===== config.mk =====
export PLATFORM = sky130hd
export DESIGN_NAME = traffic_violation_logger
export DESIGN_NICKNAME = d
export VERILOG_FILES = /design/src/rtl/traffic_violation_logger.sv
export SDC_FILE = /design/constraint.sdc
export NUM_CORES = 1
export LEC_CHECK = 0
export ABC_AREA = 1
export BUFFER_PORTS_ARGS = -buffer_cell sky130_fd_sc_hd__buf_2
export CORE_MARGIN = 2
export CORE_UTILIZATION = 30
export CTS_CLUSTER_DIAMETER = 200
export CTS_CLUSTER_SIZE = 40
export DETAILED_ROUTE_END_ITERATION = 6
export HOLD_SLACK_MARGIN = 0.1
export MAX_ROUTING_LAYER = met4
export PLACE_DENSITY = 0.44
export SLEW_MARGIN = 20
export SYNTH_ARGS = -nofsm -noshare
export SYNTH_HDL_FRONTEND = slang
export SYNTH_SLANG_ARGS = --single-unit

===== constraint.sdc =====
create_clock -name clock -period 4.9 [get_ports clock]
set_clock_uncertainty 0.1 [all_clocks]
set_input_delay 0.98 -clock clock [delete_from_list [all_inputs] [get_ports clock]]
set_output_delay 0.98 -clock clock [all_outputs]
set_load 0.03 [all_outputs]

===== src/rtl/traffic_violation_logger.sv =====
// Timestamped camera-trigger logger: edge-detects violation strobes, applies a
// re-trigger holdoff, and queues {timestamp, ID, state} records in a FWFT FIFO.
module traffic_violation_logger #(
  parameter int DEPTH   = 8,
  parameter int TS_W    = 16,
  parameter int HOLDOFF = 4
) (
  input  logic                     clock,
  input  logic                     clear,
  input  logic                     camera,
  input  logic [11:0]              ID,
  input  logic [5:0]               state,
  input  logic                     flush,
  input  logic                     rd_ready,
  output logic                     rd_valid,
  output logic [TS_W-1:0]          rd_ts,
  output logic [11:0]              rd_id,
  output logic [5:0]               rd_state,
  output logic [$clog2(DEPTH):0]   count,
  output logic                     overflow,
  output logic [7:0]               drop_count
);

  localparam int AW    = $clog2(DEPTH);
  localparam int CW    = AW + 1;
  localparam int HW    = (HOLDOFF > 0) ? $clog2(HOLDOFF + 1) : 1;
  localparam int REC_W = TS_W + 18;

  localparam logic [CW-1:0] FULL_CNT = CW'(DEPTH);
  localparam logic [HW-1:0] HOLD_LD  = HW'(HOLDOFF);

  logic [TS_W-1:0]  ts_q, ts_d;
  logic             cam_q;
  logic [HW-1:0]    hold_q, hold_d;
  logic [AW-1:0]    wr_ptr_q, wr_ptr_d;
  logic [AW-1:0]    rd_ptr_q, rd_ptr_d;
  logic [CW-1:0]    count_q, count_d;
  logic             ovf_q, ovf_d;
  logic [7:0]       drop_q, drop_d;
  logic [REC_W-1:0] mem_q [DEPTH];

  logic trig, acc, full, pop, push, drop;

  // A trigger inside the holdoff window is invisible: it neither stores nor
  // counts as a drop, and it does not restart the window.
  assign trig = camera & ~cam_q;
  assign acc  = trig & (hold_q == '0);
  assign full = (count_q == FULL_CNT);
  assign pop  = (count_q != '0) & rd_ready & ~flush;
  assign push = acc & ~flush & (~full | pop);
  assign drop = acc & ~flush & full & ~pop;

  always_comb begin
    ts_d     = ts_q + TS_W'(1);
    hold_d   = hold_q;
    wr_ptr_d = wr_ptr_q;
    rd_ptr_d = rd_ptr_q;
    count_d  = count_q;
    ovf_d    = ovf_q;
    drop_d   = drop_q;

    if (acc)
      hold_d = HOLD_LD;
    else if (hold_q != '0)
      hold_d = hold_q - HW'(1);

    if (flush) begin
      wr_ptr_d = '0;
      rd_ptr_d = '0;
      count_d  = '0;
      ovf_d    = 1'b0;
      drop_d   = '0;
    end else begin
      if (push)
        wr_ptr_d = wr_ptr_q + AW'(1);
      if (pop)
        rd_ptr_d = rd_ptr_q + AW'(1);
      if (push && !pop)
        count_d = count_q + CW'(1);
      else if (pop && !push)
        count_d = count_q - CW'(1);
      if (drop) begin
        ovf_d = 1'b1;
        if (drop_q != 8'hFF)
          drop_d = drop_q + 8'd1;
      end
    end
  end

  always_ff @(posedge clock or negedge clear) begin
    if (!clear) begin
      ts_q     <= '0;
      cam_q    <= 1'b0;
      hold_q   <= '0;
      wr_ptr_q <= '0;
      rd_ptr_q <= '0;
      count_q  <= '0;
      ovf_q    <= 1'b0;
      drop_q   <= '0;
    end else begin
      ts_q     <= ts_d;
      cam_q    <= camera;
      hold_q   <= hold_d;
      wr_ptr_q <= wr_ptr_d;
      rd_ptr_q <= rd_ptr_d;
      count_q  <= count_d;
      ovf_q    <= ovf_d;
      drop_q   <= drop_d;
    end
  end

  // Record storage carries no reset; emptiness is tracked by count_q alone.
  always_ff @(posedge clock) begin
    if (push)
      mem_q[wr_ptr_q] <= {ts_q, ID, state};
  end

  assign rd_valid   = (count_q != '0);
  assign rd_ts      = rd_valid ? mem_q[rd_ptr_q][REC_W-1:18] : '0;
  assign rd_id      = rd_valid ? mem_q[rd_ptr_q][17:6]       : '0;
  assign rd_state   = rd_valid ? mem_q[rd_ptr_q][5:0]        : '0;
  assign count      = count_q;
  assign overflow   = ovf_q;
  assign drop_count = drop_q;

endmodule

==> flow_summary.toml <==
[clock_network]
holdBufCountCts = 0
cts_tree = "yes"
cts.sinks = 311
cts_buffer_depth = 3
clk-insertion-delay-late_ns = 0.50
clkSlewWorstSetupHoldPaths_ns = 0.15
cts_root_buf = "clkbuf_16"
htree_levels = 1
ctsResizeCount = 0
post_cts_buffers = 0
cts_buffers = 11

[timing]
hold_viol = 0
min_period_ns = 3.82
maxSlewHeadroom_pct = 44.2
fmax_ghz = 0.262
setup_tns_ns = 0
worst_slew_pin_slew_ns = 0.837
whs_ns = 0.439
fin_crit_sh_pct = 78.0
drv_slew = 0
setup_violations = 0
rsz0062_at_grt = "no"

[power_and_ir_drop]
p_per_area_nw_per_um2 = 428
power_switching_share_pct = 35.7
p_sw_uw = 2150
power.internal_uw = 3870
power_uw = 6020
p_leak_uw = 0.00485
p_comb_share_pct = 30.5
irDropWorstVdd_mv = 0.237
power.share.clock_pct = 20.0
p_seq_share_pct = 49.5

[outcome]
status = "finished, final reports clean"

[setup_path]
reg2reg_to = "mem_q[0][9]"
worstPathCellList = "nor2_2, nand2_2, buf_4, o21ai_0, nor2_1, buf_2"
path_class = "reg -> out"
cp-endpoint = "rd_ts[15]"
cpMaxStageDelayCell = "dfrtp_1"
reg2reg_from = "count[0]"
cp.required_ns = 3.82
critPathMaxFanout = 22
critPathCaptureType = "output port"
critPathMaxStageDelay_ns = 0.49
reg2regPathDepth = 7
reg2reg_slack_ns = 1.87
cp-start-kind = "register"
arrival_ns = 2.74
cp-startpoint = "count[0]"

[grt]
grt_pass1_wl_mm = 45.8
grt_max_degree = 138
antenna_found_initial = 0
grt_overflow = 0
track_usage_pct = 13.7
grt_pass1_vias = 7682

[place]
dpl.hpwl_mm = 16.1
globalplace.congestion = 0.731
port_buffers = 70

[routing]
firstDrtPassIters = 6
drc = 0
ant_nets = 0
wirelength_mm = 29.3
viasPerCell = 4.70
vias = 7589
wl_per_cell_um = 18.2
drt-initial-drc-count = 651

[floorplan]
io_pins = 71
die_area_um2 = 44100
die_x_um = 210
num_rows = 75
die_h_um = 210
start_util_pct = 30.4
core_area_um2 = 41900

[yosys]
yosysTopAreaCellShare_pct = 64.1
synth_top_area_cell = "edfxtp_1"
yosysWarningCount = 0
synth_seq_cells = 311
synth_seq_area_share_pct = 71.8
syn_inst = 1019
synthTopCellsByArea = "edfxtp_1 (64%), dfrtp_1 (7.7%), nor2_1 (6.6%)"
synth_cell_type_count = 37
netlist_area_um2 = 12700
synthesis.nets = 1051
syn_avg_cell_area_um2 = 12.5

[job]
max-cap-violations = 0

[min_path]
hold_class = "in -> async"

[final_layout]
nNetsFinal = 1101
synthToLayoutAreaGrowth_pct = 10.4
drive_gt1_share_pct = 12.8
final_cell_mix = "edfxtp_1 (272), nor2_1 (221), o21ai_0 (138)"
final_common_cell = "edfxtp_1"
## flip-flops by register name, summed over array words and instances (netlist names)
register / cells
mem_q: 272
ts_q: 16
count: 4
overflow: 1
hold_q: 3
drop_count: 8
wr_ptr_q: 3
cam_q: 1
rd_ptr_q: 3
## area by class of cell
type / instances / area [µm²]
tap: 539 / 674
antenna: 1 / 2.50
multi-input combinational: 621 / 3250
sequential: 311 / 9150
fill: 4144 / 27900
clock buffer: 16 / 294
inverter: 33 / 128
clock inverter: 1 / 11.3
timing repair buffer: 91 / 558
## how the worst min path moves through the flow
stage / depth (start not counted) / end / start / slack (ns)
finish: 2 / drop_count[3] / clear / 0.44
global route: 2 / drop_count[3] / clear / 0.48
global placement: 2 / overflow / overflow / 0.43
detailed placement: 2 / overflow / overflow / 0.43
CTS: 2 / count[0] / clear / 0.45
floorplan: 2 / wr_ptr_q[0] / wr_ptr_q[0] / 0.40
## metal layers
| layer | share of wire [%] | GRT usage (%) |
|---|---|---|
| met5 | 0 | - |
| met4 | 1.0 | 1.76 |
| met3 | 2.4 | 1.37 |
| met2 | 50 | 23.9 |
| met1 | 47 | 17.8 |
## worst max-delay path, delay by kind of cell (launching register included)
family                 cells  cell delay (ns)
AO/OA/AOI/OAI              1             0.15
flip-flops                 1             0.49
buffers and inverters      2             0.70
AND/OR/NAND/NOR            3             0.88
## cells by family (layout without fill, tap and decap cells)
family	count (synthesis)	in the layout	share of synthesized area, %
XOR/XNOR	19	19	1.31
buffers and inverters	87	141	3.16
flip-flops	311	311	71.8
other	0	1	0
adder cells (fa/ha/maj)	9	9	0.943
AND/OR/NAND/NOR	339	339	11.1
multiplexers	34	34	2.67
AO/OA/AOI/OAI	220	220	9.02
## metrics by stage
stage	worst slack [ns]	util (%)	area, µm²	cells
2_1_floorplan	0.319	-	12700	1019
3_3_place_gp	1.56	32.8	13800	1595
3_5_place_dp	1.51	32.8	13800	1595
4_1_cts	1.05	33.5	14100	1612
5_1_grt	0.902	33.5	14100	1612
6_report	1.08	33.5	14100	1613
## power by group through the flow
stage | registers, µW | logic, µW | clock network [µW]
3_5_place_dp | 3040 | 1880 | 0
2_1_floorplan | 3030 | 1330 | 0
4_1_cts | 2980 | 1880 | 1260
5_1_grt | 2990 | 2050 | 1340
3_3_place_gp | 3040 | 1880 | 0
6_report | 2980 | 1840 | 1210
## cell usage after synthesis, drive strengths merged
| cell | count |
|---|---|
| edfxtp | 272 |
| nor2 | 230 |
| o21ai | 179 |
| nand2 | 68 |
| dfrtp | 39 |
| o22ai | 35 |
| mux2i | 34 |
| inv | 33 |
| buf | 30 |
| clkbuf | 24 |
| nand3 | 24 |
| xor2 | 14 |
| nor3 | 11 |
| ha | 8 |
| xnor2 | 5 |
| a21oi | 4 |
| nand4 | 4 |
| a31oi | 1 |
| and2 | 1 |
| fa | 1 |
| nor3b | 1 |
| o21bai | 1 |
(Power assumes the default switching activity.)
